--- src/rtl/pe_conv1d_driver.sv ---
// pe_conv1d_driver: feeds weights/features from a buffer into a 3-tap MAC PE and queues its results in a FIFO
module pe_conv1d_driver #(
  parameter int DATA_BITS     = 16,
  parameter int INTERNAL_BITS = 32,
  parameter int ADDR_BITS     = 10,
  parameter int LEN_BITS      = 10,
  parameter int FIFO_DEPTH    = 4
) (
  input  logic                     clk,
  input  logic                     rst,
  input  logic                     start,
  input  logic [LEN_BITS-1:0]      len,
  input  logic [ADDR_BITS-1:0]     w_base,
  input  logic [ADDR_BITS-1:0]     if_base,
  output logic                     busy,
  output logic                     done,
  output logic                     mem_rd,
  output logic [ADDR_BITS-1:0]     mem_addr,
  input  logic [DATA_BITS-1:0]     mem_rdata,
  output logic                     pe_w_w,
  output logic                     pe_if_w,
  output logic [DATA_BITS-1:0]     pe_w_in,
  output logic [DATA_BITS-1:0]     pe_if_in,
  input  logic [INTERNAL_BITS-1:0] pe_result,
  output logic                     out_valid,
  input  logic                     out_ready,
  output logic [INTERNAL_BITS-1:0] out_data,
  output logic [LEN_BITS-1:0]      out_index
);
  localparam int PW = $clog2(FIFO_DEPTH);
  localparam int CW = PW + 1;
  typedef enum logic [2:0] {IDLE, LOAD_W, FEED, DRAIN, DONE} state_t;
  state_t                   r_state;
  logic [LEN_BITS-1:0]      r_len, r_fcnt, r_wr_idx, r_cap_idx;
  logic [ADDR_BITS-1:0]     r_w_base, r_if_base, r_mem_addr;
  logic [1:0]               r_wcnt;
  logic                     r_mem_rd, r_rd_w, r_pe_w_w, r_pe_if_w, r_cap, r_busy, r_done;
  logic [CW-1:0]            r_cnt, r_pend;
  logic [PW-1:0]            r_wp, r_rp;
  logic [INTERNAL_BITS-1:0] r_fd [FIFO_DEPTH];
  logic [LEN_BITS-1:0]      r_fi [FIFO_DEPTH];
  logic                     w_pop, w_push, w_first2, w_credit, w_issue, w_inc;
  logic [CW-1:0]            w_cnt_n, w_pend_n;
  assign w_pop    = out_valid & out_ready;
  assign w_push   = r_cap;
  assign w_first2 = r_fcnt < LEN_BITS'(2);
  // credit counts this cycle's pop so a full-rate stream never stalls
  assign w_credit = (r_cnt - CW'(w_pop) + r_pend) < CW'(FIFO_DEPTH);
  assign w_issue  = (r_state == FEED) && (w_first2 || w_credit);
  assign w_inc    = w_issue && !w_first2;
  assign w_cnt_n  = r_cnt + CW'(w_push) - CW'(w_pop);
  assign w_pend_n = r_pend + CW'(w_inc) - CW'(w_push);
  assign busy      = r_busy;
  assign done      = r_done;
  assign mem_rd    = r_mem_rd;
  assign mem_addr  = r_mem_addr;
  assign pe_w_w    = r_pe_w_w;
  assign pe_if_w   = r_pe_if_w;
  assign pe_w_in   = r_pe_w_w ? mem_rdata : '0;
  assign pe_if_in  = r_pe_if_w ? mem_rdata : '0;
  assign out_valid = r_cnt != '0;
  assign out_data  = out_valid ? r_fd[r_rp] : '0;
  assign out_index = out_valid ? r_fi[r_rp] : '0;
  always_ff @(posedge clk) begin
    if (w_push) begin
      r_fd[r_wp] <= pe_result;
      r_fi[r_wp] <= r_cap_idx;
    end
  end
  always_ff @(posedge clk or posedge rst) begin
    if (rst) begin
      r_state    <= IDLE;
      r_len      <= '0;
      r_fcnt     <= '0;
      r_wr_idx   <= '0;
      r_cap_idx  <= '0;
      r_w_base   <= '0;
      r_if_base  <= '0;
      r_mem_addr <= '0;
      r_wcnt     <= '0;
      r_mem_rd   <= 1'b0;
      r_rd_w     <= 1'b0;
      r_pe_w_w   <= 1'b0;
      r_pe_if_w  <= 1'b0;
      r_cap      <= 1'b0;
      r_busy     <= 1'b0;
      r_done     <= 1'b0;
      r_cnt      <= '0;
      r_pend     <= '0;
      r_wp       <= '0;
      r_rp       <= '0;
    end else begin
      r_pe_w_w  <= r_mem_rd & r_rd_w;
      r_pe_if_w <= r_mem_rd & ~r_rd_w;
      r_wr_idx  <= r_pe_if_w ? r_wr_idx + LEN_BITS'(1) : r_wr_idx;
      r_cap     <= r_pe_if_w && (r_wr_idx >= LEN_BITS'(2));
      r_cap_idx <= r_wr_idx - LEN_BITS'(2);
      r_cnt     <= w_cnt_n;
      r_pend    <= w_pend_n;
      r_wp      <= w_push ? r_wp + PW'(1) : r_wp;
      r_rp      <= w_pop ? r_rp + PW'(1) : r_rp;
      r_mem_rd  <= 1'b0;
      r_done    <= 1'b0;
      case (r_state)
        IDLE: if (start) begin
          r_len     <= len;
          r_w_base  <= w_base;
          r_if_base <= if_base;
          r_fcnt    <= LEN_BITS'(1);
          r_wr_idx  <= '0;
          if (len < LEN_BITS'(3)) begin
            r_state <= DONE;
            r_done  <= 1'b1;
          end else begin
            r_state    <= LOAD_W;
            r_busy     <= 1'b1;
            r_mem_rd   <= 1'b1;
            r_rd_w     <= 1'b1;
            r_mem_addr <= w_base;
            r_wcnt     <= 2'd1;
          end
        end
        LOAD_W: begin
          r_mem_rd <= 1'b1;
          if (r_wcnt != 2'd3) begin
            r_mem_addr <= r_w_base + ADDR_BITS'(r_wcnt);
            r_wcnt     <= r_wcnt + 2'd1;
          end else begin
            r_state    <= FEED;
            r_rd_w     <= 1'b0;
            r_mem_addr <= r_if_base;
          end
        end
        FEED: if (w_issue) begin
          r_mem_rd   <= 1'b1;
          r_mem_addr <= r_if_base + ADDR_BITS'(r_fcnt);
          r_fcnt     <= r_fcnt + LEN_BITS'(1);
          if (r_fcnt == r_len - LEN_BITS'(1)) r_state <= DRAIN;
        end
        DRAIN: if (w_pend_n == '0 && w_cnt_n == '0) begin
          r_state <= DONE;
          r_done  <= 1'b1;
          r_busy  <= 1'b0;
        end
        DONE:    r_state <= IDLE;
        default: r_state <= IDLE;
      endcase
    end
  end
endmodule

--- config.mk ---
export PLATFORM = sky130hd
export DESIGN_NAME = pe_conv1d_driver
export DESIGN_NICKNAME = d
export VERILOG_FILES = /design/src/rtl/pe_conv1d_driver.sv
export SDC_FILE = /design/constraint.sdc
export NUM_CORES = 1
export LEC_CHECK = 0
export CELL_PAD_IN_SITES_DETAIL_PLACEMENT = 2
export CELL_PAD_IN_SITES_GLOBAL_PLACEMENT = 2
export CORE_UTILIZATION = 35
export DETAILED_ROUTE_END_ITERATION = 6
export DONT_BUFFER_PORTS = 1
export MAX_ROUTING_LAYER = met4
export PLACE_DENSITY = 0.71
export SYNTH_ARGS = -nofsm -noshare
export SYNTH_HDL_FRONTEND = slang
export SYNTH_SLANG_ARGS = --single-unit
--- constraint.sdc ---
create_clock -name clk -period 5.5 [get_ports clk]
set_input_delay 1.1 -clock clk [delete_from_list [all_inputs] [get_ports clk]]
set_output_delay 1.1 -clock clk [all_outputs]
set_load 0.02 [all_outputs]
Word level (Yosys, flattened, before mapping) --
Memories as Yosys holds them, arrays and structs flattened. Cells that the tools add are included.
Cells by class: add/sub/neg operators 15, magnitude comparators 4, equal/unequal tests 12, muxes and demuxes 42, bitwise operators 4, reduce and logical (&&, ||, !) cells 21
Operators with widths (number):
- 2-to-1 mux 10 bit | 10
- 2-to-1 mux 16 bit | 2
- 2-to-1 mux 32 bit | 1
- case mux 10 bit (3 select lines) | 1
- adder 10 x 1 -> 10 bit, second input constant | 2
- less-than comparator 10 x 2 -> 1 bit, second input constant | 2
- case mux 10 bit (2 select lines) | 1
- 2-to-1 mux 3 bit | 6
- AND reduction 4 bit | 4
- inequality test 2 bit, second input constant | 7
- 2-to-1 mux 1 bit | 12
- case mux 3 bit (4 select lines) | 1
- adder 10 bit | 1
- adder 10 x 2 -> 10 bit | 1
- == test 10 bit | 1
- >= comparator 10 x 2 -> 1 bit, second input constant | 1
- subtractor 10 x 1 -> 10 bit, second input constant | 1
- subtractor 10 x 2 -> 10 bit, second input constant | 1
- zero test 3 bit | 3
- subtractor 3 x 1 -> 3 bit | 3
- adder 2 x 1 -> 2 bit, second input constant | 3
- adder 3 x 1 -> 3 bit | 2
- == test 3 x 2 -> 1 bit, second input constant | 2
- 2-to-1 mux 2 bit | 3
- other kinds (17) | 27
Word-level totals: flip-flop bits (word level) 92, memory bits (writable) 168, input port bits 82, output and inout bits 90, word-level logic and storage cells 120, memories kept 2
Memories:
- r_fd | words 4, bits a word 32, rd ports 1, clocked after memory_dff 0, wr ports 1, line 40 | logic [INTERNAL_BITS-1:0] r_fd [FIFO_DEPTH];
- r_fi | words 4, bits a word 10, rd ports 1, clocked after memory_dff 0, wr ports 1, line 41 | logic [LEN_BITS-1:0] r_fi [FIFO_DEPTH];

Logic depth before layout (Yosys ltp) --
depth after elaboration 14, gate-level depth with buffers 17, mapped depth without buffers 16

Worst setup path before layout --
OpenSTA, ideal clock, no wires.
kind in2reg, start in out_ready, end reg r_state[0], library setup time 0.110 ns, arrival 4.537 ns, data required time 5.390 ns, slack 0.853 ns, cell stages on the path 14, path buffers 0, cells stage by stage nand2_1 -> or2_2 -> ha_1 -> a31oi_1 -> xor2_1 -> nand2b_1 -> ha_1 -> inv_1 -> ha_1 -> fa_1 -> or4_1 -> or3_1 -> a31o_2 -> o41ai_1
Between the ends: cells in the longest elaborated chain, start to end 13, elaborated cells on any way between the ends 16, classes of those cells 5 x add/sub; 1 x order compare; 2 x eq/ne; 1 x bitwise; 7 x reduce/logical
RTL lines:
- start, declared | line 26 | input logic out_ready,
- bitwise AND 1 bit | line 44 | assign w_pop = out_valid & out_ready;
- subtractor 3 x 1 -> 3 bit | line 48 | assign w_credit = (r_cnt - CW'(w_pop) + r_pend) < CW'(FIFO_DEPTH);
- adder 3 bit | line 48
- less-than comparator 3 bit | line 48
- logical OR 1 bit | line 49 | assign w_issue = (r_state == FEED) && (w_first2 || w_credit);
- logical AND 1 bit | line 49
- logical AND 1 bit | line 50 | assign w_inc = w_issue && !w_first2;
- adder 3 x 1 -> 3 bit | line 52 | assign w_pend_n = r_pend + CW'(w_inc) - CW'(w_push);
- subtractor 3 x 1 -> 3 bit | line 52
- named net w_pend_n[1] | line 43 | logic [CW-1:0] w_cnt_n, w_pend_n;
- zero test 3 bit | line 140 | DRAIN: if (w_pend_n == '0 && w_cnt_n == '0) begin
- logical AND 1 bit | line 140
- inequality test 2 bit (no line)
- AND reduction 5 bit (no line)
- end signal, assigned | line 138 | if (r_fcnt == r_len - LEN_BITS'(1)) r_state <= DRAIN;
- end signal, assigned | line 141 | r_state <= DONE;
- end signal, assigned | line 145 | DONE: r_state <= IDLE;
- end, declared | line 33 | state_t r_state;
The timed path passes the listed nets, and every way through them passes these cells. A chain may end at the register's enable or synchronous reset.

Worst setup path in the final report --
start reg r_cnt[1], end reg r_state[0]
Between the ends: cells in the longest elaborated chain, start to end 14, elaborated cells on any way between the ends 18, classes of those cells 6 x add/sub; 1 x order compare; 2 x eq/ne; 1 x bitwise; 8 x reduce/logical
RTL lines:
- start, declared | line 38 | logic [CW-1:0] r_cnt, r_pend;
- start signal, assigned | line 98 | r_cnt <= w_cnt_n;
- nonzero test 3 bit | line 61 | assign out_valid = r_cnt != '0;
- bitwise AND 1 bit | line 44
- subtractor 3 x 1 -> 3 bit * | line 48
- adder 3 bit * | line 48
- less-than comparator 3 bit * | line 48
- logical OR 1 bit * | line 49
- logical AND 1 bit * | line 49
- logical AND 1 bit * | line 50
- adder 3 x 1 -> 3 bit * | line 52
- subtractor 3 x 1 -> 3 bit * | line 52
- named net w_pend_n[1] | line 43
- zero test 3 bit * | line 140
- logical AND 1 bit * | line 140
- inequality test 2 bit (no line) *
- AND reduction 5 bit (no line) *
Mark *: on every way through the listed nets, which the timed path passes. The rest lies on a longest branch.

==> summary.md <==
The HPWL reported at the end of detailed placement came out at 19.9 mm. At the pin with the least slew margin, the transition time is 981 ps. The worst path uses 85.1% of the clock period. The finished layout holds 1346 standard cells, fillers aside. For this run, asynchronously set or reset flops after synthesis account for 35.4%. The number of H-tree branching levels is 1, and the tightest slew margin relative to the limit is 34.1%. The placed instances occupy a cell area of 12300 µm². After clock tree synthesis, the repair step resized 0 gates.

The logs give 994 for the count of nets after finishing and 5960 ps for the required time at the worst-slack endpoint. TritonCTS built the clock tree. The layout has 3298 filler cells.

The number of buffers and inverters on the critical path was 1. 172 I/O pins were placed. The analysis attributes to net switching a power of 2.84 mW.

The clock skew after layout was 13.4 ps; the synthesized area per cell was 13.4 µm². The count of buffers added on input and output ports is 0. In the global route stage, overall resource usage came out at 18.2%. Setup repair after global routing left no endpoint under its margin. The most common cell after layout, fill and taps aside is edfxtp_1. After detailed routing, the total wire length is 30.0 mm.

Entering global routing, the biggest net connects 56 pins. The die covers 34400 µm². Dividing the detail-routed via count by the number of cells gives 5.24.

The run finished with clean final reports. The worst hold margin came out at 456 ps. After synthesis, flip-flops and latches occupy 62.4% of the total area. The logs give 280 for the first-iteration detailed-routing DRC count and 820 ps for the flop-to-flop setup slack. The worst reg2reg path startpoint is r_cnt[1]$_DFF_PP0_. Library cell contributing the largest single delay on the critical path: or4_1. Summing all non-filler instances in the final layout gives an area of 13300 µm².

The run gives 35.9% as the effective utilization at floorplan. The logs give 5140 ps for the arrival time reported for the critical path endpoint and 7047 for the total number of vias. The worst hold path terminates at pe_if_w$_DFF_PP0_. The run gives 0 as the hold violation count in the final report.

In the layout the commonest cells are edfxtp_1 (168), nand2_1 (114), dfrtp_1 (90). The first global-routing pass estimated 46.6 mm of wire. Clock tree synthesis found a total of 260 sinks. The worst-case IR drop observed on VDD is 0.275 mV. Counting every net in the synthesized netlist gives 989. The part of the power in combinational logic was 34.3%; the routed length per instance was 22.3 µm.

The delay contributed by the slowest stage of the critical path was 520 ps. The part of the power in registers was 38.9%; the post-synthesis sequential element count was 260. Worst setup path category: flip-flop to flip-flop.

Max capacitance violation total: 0. Yosys mapped a number of flops with a built-in enable equal to 168. The largest fanout on the critical path came out at 5. In this run the worst hold path is classified as flip-flop to flip-flop.

The tools report the number of DRC violations after detailed routing as 0. Counting I/O delays and the setup requirement, the final critical path takes 4680 ps. The final weighted congestion in routability-driven placement was 0.765.

The post-synth design cell area came out at 11800 µm². For the initial antenna violation count, the log shows 0. The leakage dissipation is 4.85 nW, and the fraction of the core area covered by cells at the end of the flow is 40.5%. The logs give 0 for the number of max-slew violations in the final report and 29 for the number of buffers added by the clock tree synthesis step. The most used cell along the critical path is ha_1. The startpoint identified for the worst hold timing path is r_rd_w$_DFFE_PP0P_. Global routing finished with a remaining overflow of 0. For the number of buffers inserted to repair setup after CTS, the log shows 0.

Prior to clock tree synthesis, the placed netlist has a worst setup slack of 392 ps. The post-route netlist has 13.5% of its cells at a drive strength greater than 1. The internal portion of the total power is 4.59 mW. Traced cell by cell, the critical path runs through or3_1 -> nand2_1 -> or2_2 -> ha_1 -> a31oi_1 -> xor2_1 -> nand2b_1 -> ha_1 -> inv_1 -> ha_1 -> fa_1 -> or4_1 -> or3_1 -> a31o_2 -> o41ai_1. Startpoint kind of the worst setup timing path: a flip-flop. Power spread over the standard cell area amounts to 560 nW/µm². The first TritonRoute pass finished after 4 iterations.

The number of synthesis warnings was 0; the die width was 185 µm. The core region is 32800 µm². Counting along the longest clock path gives a buffer depth of 3. For the worst setup margin, the log shows 820 ps. In this design, the largest share of critical-path delay is due to simple AND/OR/NAND/NOR gates. For the number of endpoints failing setup at the final stage, the log shows 0. The initialized floorplan defines 66 standard-cell rows. The worst hold path stage count works out to 1. The share of total power dissipated in the clock network is 26.8%. Relative to the synthesized area, the layout overhead comes to 12.8%. Summing internal, switching and leakage power gives 7.44 mW. The clock-pin slew on the worst setup and hold paths is 60 ps, and the number of cell instances on the worst register-to-register path is 15. The die is 185 µm tall. The end of the worst register-to-register path was r_state[0]$_DFFE_PP0P_. For the worst-skew pair, the clock arrives at the later sink with an insertion delay of 570 ps. In the synthesized netlist the dominant register cell turns out to be edfxtp_1. The number of distinct library cells after synthesis is 54, and the setup TNS after final layout is 0 ps.

For the placed instance count, the log shows 1292. The tree is rooted in a clkbuf_16. The tools report the antenna diode count as 0. The worst setup path is captured at a flip-flop. The number of global-route vias before repair was 7906; the hold buffer count at cts was 0.

In this run switching power makes up 38.2% of total power. The number of instances in the synthesized netlist was 876; the achievable frequency was 214 MHz. Count of nets left with antenna violations after detail routing: 0.
==> power groups by stage <==
stage                     Combinational [mW]  Clock, mW  Sequential (mW)
final                                   2.55       1.99             2.89
after global routing                    2.84       2.11             2.96
after CTS                               2.62       2.05             2.91
after detailed placement                2.59          0             2.95
after global placement                  2.52          0             2.92
after floorplan                         2.12          0             2.72
==> synth_stat cells (all sizes together) (10+ instances only) <==
cell type	n	share of area, %
a21oi	30	1.3
and2	82	4.4
clkbuf	30	0.96
dfrtp	92	20
edfxtp	168	43
ha	27	2.9
inv	27	0.86
mux4	42	8.0
nand2	114	3.6
nand3	11	0.47
nor2	34	1.1
nor3	10	0.43
o21ai	28	1.2
or3	11	0.63
xnor2	31	2.3
xor2	19	1.4
==> cell families after synthesis <==
| logic type | synth area share, % |
|---|---|
| and+or+nand+nor | 13.0 |
| DFF | 62.4 |
| buffers and inverters | 2.23 |
| muxes | 8.55 |
| adders and majority gates | 3.55 |
| AOI/OAI and AO/OA | 6.50 |
| xor gates and xnor gates | 3.72 |
==> routing by layer <==
metal / GRT usage, % / vias to the layer above / wire, µm
met5: - / - / 0
li1: - / 3208 / -
met3: 4.31 / 41 / 1850
met2: 30.9 / 153 / 14900
met1: 21.8 / 3645 / 12600
met4: 4.50 / 0 / 605
==> sequential cells by signal, summed over array words and instances (netlist names) <==
signal,flops
r_if_base,10
r_cap,1
r_cnt,3
r_len,10
done,1
pe_if_w,1
r_wp,2
r_wcnt,2
r_w_base,10
busy,1
pe_w_w,1
mem_rd,1
r_wr_idx,10
r_pend,3
r_cap_idx,10
r_fi,40
r_rd_w,1
mem_addr,10
r_fd,128
r_rp,2
r_fcnt,10
r_state,3
==> worst max-delay path by stage <==
stage | slack, ps | startpoint | depth (start not counted) | to
2_1_floorplan | 850 | out_ready | 14 | r_state[0]$_DFFE_PP0P_
3_3_place_gp | 520 | out_ready | 14 | r_state[0]$_DFFE_PP0P_
3_5_place_dp | 390 | out_ready | 14 | r_state[0]$_DFFE_PP0P_
4_1_cts | 760 | r_cnt[1]$_DFF_PP0_ | 15 | r_state[0]$_DFFE_PP0P_
5_1_grt | 470 | r_cnt[1]$_DFF_PP0_ | 15 | r_state[0]$_DFFE_PP0P_
6_report | 820 | r_cnt[1]$_DFF_PP0_ | 15 | r_state[0]$_DFFE_PP0P_
==> area by class of cell <==
type / instances / area (µm²) / area share [%]
sequential: 260 / 7350 / 55.4
clock inverter: 21 / 209 / 1.57
tap: 442 / 553 / 4.17
multi-input combinational: 549 / 4180 / 31.5
clock buffer: 33 / 781 / 5.88
timing repair buffer: 13 / 97.6 / 0.735
inverter: 28 / 108 / 0.811
==> worst register-to-register path, stage by stage (launching register included) <==
cell	delay (ps)
dfrtp_1	430
or3_1	410
nand2_1	150
or2_2	130
ha_1	210
a31oi_1	200
xor2_1	440
nand2b_1	190
ha_1	220
inv_1	60
ha_1	160
fa_1	450
or4_1	520
or3_1	380
a31o_2	290
o41ai_1	330
No activity file was read; power rests on OpenSTA's default activity.
==> RTL edit 1, RTL diff (same settings) <==
Change the parameter `FIFO_DEPTH` from 4 to 8.
--- a/src/rtl/pe_conv1d_driver.sv
+++ b/src/rtl/pe_conv1d_driver.sv
@@ -6,3 +6,3 @@
   parameter int LEN_BITS      = 10,
-  parameter int FIFO_DEPTH    = 4
+  parameter int FIFO_DEPTH    = 8
 ) (
Behaviour: same outputs for any inputs over 10 cycles, from zero or initial values and one cycle with rst high; that may be too few to reach the edited logic, so the function may still have changed.
==> RTL edit 1 against the unedited design <==
Power up 69%; synthesized cell count grew 34%; largest power group unchanged; critical path depth grew 5; count of clock-buffer cells in the layout is 28 higher; area after synthesis is 57% higher; worst setup slack got worse by 0.39 ns; final area is 58% higher; non-clock buffer count grew 4; routed wire length up 63%; combinational power up 68%; utilization decreased by 0.060 points; sequential cell count is 172 higher.
==> RTL edit 1: results (changes against the unedited design) <==
metric;value;unit;change
grt_pass1_vias;11400;;+44%
routed_wl;48900;µm;+63%
yosysUniqueCellTypes;65;;+20%
gp_congestion;0.790;;+3.3%
skew;0.0386;ns;+0.0252 ns
grt_pass1_wl;74300;µm;+60%
placed_area;19400;µm²;+58%
synthArstFlopShare;22.2;%;-13 points
dr.pass1.iters;4;;unchanged
status;complete, no violations;;
netlist_top_cells_count;edfxtp_1, nand2_1, dfrtp_1;;
dpl.hpwl;30200;µm;+52%
grt_max_degree;53;;-5.4%
rrSetupSlack;0.43;ns;-0.39 ns
vias;10200;;+45%
ys_seq_area_share;67.5;%;+5.0 points
synth_area_leaders;edfxtp_1, dfrtp_1, mux4_2;;
cts_root_buffer;clkbuf_16;;
drv_slew;0;;unchanged
layout-drive-gt1-share;17.6;%;+4.1 points
ir_drop;391;µV;+42%
worst_skew_pair.late_latency;0.59;ns;+0.02 ns
drtIter0Drc;473;;+69%
wl_per_cell;25.7;µm;+15%
crit_path_max_fanout;4;;-1
synth_edf_count;336;;+100%
power_leakage;7.61;nW;+57%
tightest_slew;1.10;ns;+0.119 ns
netlist_instances;1173;;+34%
dp.cells;1818;;+41%
grt_usage;19.2;%;+0.92 points
cts_buffers;47;;+62%
fillCellCount;5030;;+53%
cpPeakStageDelay;0.49;ns;-0.03 ns
cp.arrival;5.56;ns;+0.42 ns
holdCritPathClass;primary input to asynchronous set/reset pin;;
nNetsFinal;1305;;+31%
htreeDepth;2;;+1
reg_top3;r_fd (256), r_fi (80);;
[RTL edit 1: cell count changes in the layout (fill, tap and decap cells not counted), sizes merged, moves of 7 or more]
cell    before  now
nor2        34   85
xor2        19   30
mux4        42   84
a221oi       7    0
a21oi       30   22
mux2i        6   50
mux2         0   12
clkbuf      33   61
nand3       11   18
nand2      114  123
edfxtp     168  336
and2        82   36
[RTL edit 1: cell families (layout without fill, tap and decap cells)]
logic type                 Yosys count  in the layout  share of synthesized area, %
DFF                                432            432                          67.5
AOI/OAI and AO/OA                   99             99                          3.54
adders and majority gates           36             36                          2.59
and+or+nand+nor                    321            321                          8.17
buffers and inverters               84            136                          1.77
muxes                              146            146                          13.8
xor gates and xnor gates            55             55                          2.64
[RTL edit 1: worst paths after layout]
path	endpoint	start	cells after the start
max in group asynchronous	r_rp[0]	rst	2
min in group clk	r_w_base[9]	r_w_base[9]	2
min	done	rst	1
max	r_state[1]	r_cnt[2]	20
min reg2reg	r_w_base[9]	r_w_base[9]	2
max reg2reg	r_state[1]	r_cnt[2]	20
[RTL edit 1: where the power goes]
group / total (W) / switching (W) / internal (W)
clock: 0.00323 / 0.00135 / 0.00188
combinational: 0.00429 / 0.00252 / 0.00177
sequential: 0.00503 / 0.000721 / 0.00431
total: 0.0125 / 0.00459 / 0.00795
[RTL edit 1: worst register-to-register path, stage by stage (launching register included)]
cell	delay [ns]
dfrtp_1	0.32
inv_1	0.07
ha_1	0.19
and3_2	0.21
inv_1	0.28
nand2_1	0.18
or2_2	0.30
ha_1	0.28
nand3_1	0.09
o21ai_2	0.21
xor2_1	0.28
nand3_1	0.13
ha_1	0.30
inv_1	0.04
ha_1	0.20
fa_1	0.45
or4_1	0.49
nor3_1	0.19
nor3b_1	0.40
nand2_1	0.11
a32o_1	0.27
[RTL edit 1: metrics by stage]
step | power [W] | hold slack, ns | setup WS [ns] | util, %
floorplan | 0.00816 | 0.417 | 0.959 | -
global placement | 0.00923 | 0.487 | 0.594 | 37.4
detailed placement | 0.00946 | 0.492 | 0.381 | 37.4
CTS | 0.0128 | 0.450 | 0.359 | 40.4
global route | 0.0132 | 0.479 | 0.0287 | 40.4
finish | 0.0125 | 0.464 | 0.425 | 40.4
[RTL edit 1: layer usage]
layer / GRT usage (%) / part of all wire (%)
met4: 4.52 / 1.8
met5: - / 0
met1: 23.0 / 42
met3: 4.36 / 5.4
met2: 32.6 / 51
[RTL edit 1: cell type report]
type	instances	area, µm²	share of cell area (%)
clock buffer	61	1270	6.06
timing repair buffer	17	140	0.669
inverter	32	125	0.597
sequential	432	12500	59.7
clock inverter	26	309	1.48
tap	680	851	4.06
multi-input combinational	657	5750	27.5
==> RTL edit 2, RTL diff (config.mk and constraints unchanged) <==
Without the edit above. Encoding of `state_t`: now one-hot (5 bits for 5 states).
--- a/src/rtl/pe_conv1d_driver.sv
+++ b/src/rtl/pe_conv1d_driver.sv
@@ -31,3 +31,3 @@
   localparam int CW = PW + 1;
-  typedef enum logic [2:0] {IDLE, LOAD_W, FEED, DRAIN, DONE} state_t;
+  typedef enum logic [4:0] {IDLE = 5'b00001, LOAD_W = 5'b00010, FEED = 5'b00100, DRAIN = 5'b01000, DONE = 5'b10000} state_t;
   state_t                   r_state;
Check against the original RTL: no difference found for any inputs over 10 cycles, from zero or initial values and one cycle with rst high; not proved beyond that.
==> RTL edit 2 against the unedited design <==
Power down 6.6%; largest cell class unchanged; largest power group unchanged; final area up 0.78%; area after synthesis up 0.94%; global-route usage up 0.085 points; sequential cell count up 2; clock skew up 0.0026 ns; highest routed layer unchanged; critical path type unchanged; worst setup slack worse by 0.082 ns; routed wire length up 0.75%.
==> RTL edit 2: results (changes against the unedited design) <==
metric;value;unit;change
htreeDepth;1;;unchanged
ys_seq_area_share;62.3;%;-0.15 points
layout-drive-gt1-share;13.7;%;+0.19 points
synthesis.nets;982;;-0.71%
reg_top3;r_fd (128), r_fi (40);;
synthArstFlopShare;35.9;%;+0.49 points
cp.arrival;5.22;ns;+0.08 ns
vias;7034;;-0.18%
grt_usage;18.3;%;+0.085 points
p_int;0.00442;W;-3.7%
diodes;0;;unchanged
skew;0.0160;ns;+0.00261 ns
status;complete, no violations;;
gp_congestion;0.741;;-3.1%
cts_buffers;30;;+3.4%
ir_drop;260;µV;-5.4%
synth_area_leaders;edfxtp_1, dfrtp_1, mux4_2;;
drtIter0Drc;323;;+15%
cpPeakStageDelay;0.54;ns;+0.02 ns
clk_pin_slew;0.06;ns;about the same
nNetsFinal;988;;-0.60%
grt_max_degree;60;;+7.1%
yosysUniqueCellTypes;62;;+15%
grt_pass1_wl;46400;µm;-0.31%
dpl.hpwl;20900;µm;+5.2%
grt_pass1_vias;7763;;-1.8%
holdCritPathClass;flop to flop;;
cts_resized;0;;unchanged
slowest_stage;or4_1;;
clockBufferDepth;3;;unchanged
power_leakage;4.92;nW;+1.5%
portBuffers;0;;unchanged
critical_path.top_delay_family;simple AND/OR/NAND/NOR gates;;
netlist_top_cells_count;edfxtp_1, nand2_1, dfrtp_1;;
synth_edf_count;168;;unchanged
wl_per_cell;22.4;µm;+0.68%
crit_path_max_fanout;45;;+40
placed_area;12400;µm²;+0.79%
relSlewSlack;41.6;%;+7.5 points
==> RTL edit 2: cell count changes in the layout (fill, tap and decap cells not counted), moves of 7 or more <==
cell / delta
o21ai_0: -8
a221oi_1: -7
clkbuf_1: +8
a21oi_1: -8
mux2_4: +7
clkbuf_8: +7
==> RTL edit 2: through the flow <==
stage          instances  power, W  setup slack [ns]
2_1_floorplan        869   0.00450             0.970
3_3_place_gp        1291   0.00496             0.833
3_5_place_dp        1291   0.00506             0.669
4_1_cts             1347   0.00707             0.631
5_1_grt             1347   0.00736             0.461
6_report            1347   0.00694             0.738
==> RTL edit 2: cell type report <==
class | count | area [µm²]
sequential | 262 | 7400
inverter | 29 | 111
tap | 448 | 561
multi-input combinational | 540 | 4220
clock buffer | 49 | 932
timing repair buffer | 12 | 90.1
clock inverter | 7 | 63.8
fill | 3348 | 20100
==> RTL edit 2: worst paths after layout <==
| kind | slack [ns] | to | startpoint | depth (start not counted) |
|---|---|---|---|---|
| worst max-delay path | 0.74 | busy | r_cnt[1] | 16 |
| worst min-delay path | 0.48 | r_fi[2][6] | r_cap_idx[6] | 0 |
| worst max register to register | 0.74 | busy | r_cnt[1] | 16 |
| worst min register to register | 0.48 | r_fi[2][6] | r_cap_idx[6] | 0 |
| max in group asynchronous | 3.97 | r_w_base[3] | rst | 2 |
| min in group asynchronous | 0.54 | r_len[2] | rst | 1 |
==> RTL edit 2: cell families (layout without fill, tap and decap cells) <==
| group | count (synthesis) | count (layout) | share of synthesized area [%] |
|---|---|---|---|
| simple gates | 306 | 306 | 13.2 |
| flops | 262 | 262 | 62.3 |
| compound gates | 91 | 91 | 5.07 |
| buf+inv | 67 | 97 | 2.26 |
| mux | 57 | 57 | 9.53 |
| xor+xnor | 55 | 55 | 4.12 |
| fa+ha+maj | 31 | 31 | 3.52 |
==> RTL edit 2: layer usage <==
layer	share of wire, %	up-vias	track usage [%]
li1	-	3178	-
met1	41	3612	21.7
met2	50	197	31.3
met3	6.8	47	4.34
met4	2.2	0	4.59
met5	0	-	-
==> RTL edit 2: power by group through the flow <==
stage	logic, W	registers (W)	clock network [W]
finish	0.00218	0.00280	0.00197
global placement	0.00213	0.00283	0
detailed placement	0.00221	0.00285	0
global route	0.00241	0.00285	0.00210
floorplan	0.00186	0.00263	0
CTS	0.00223	0.00282	0.00203
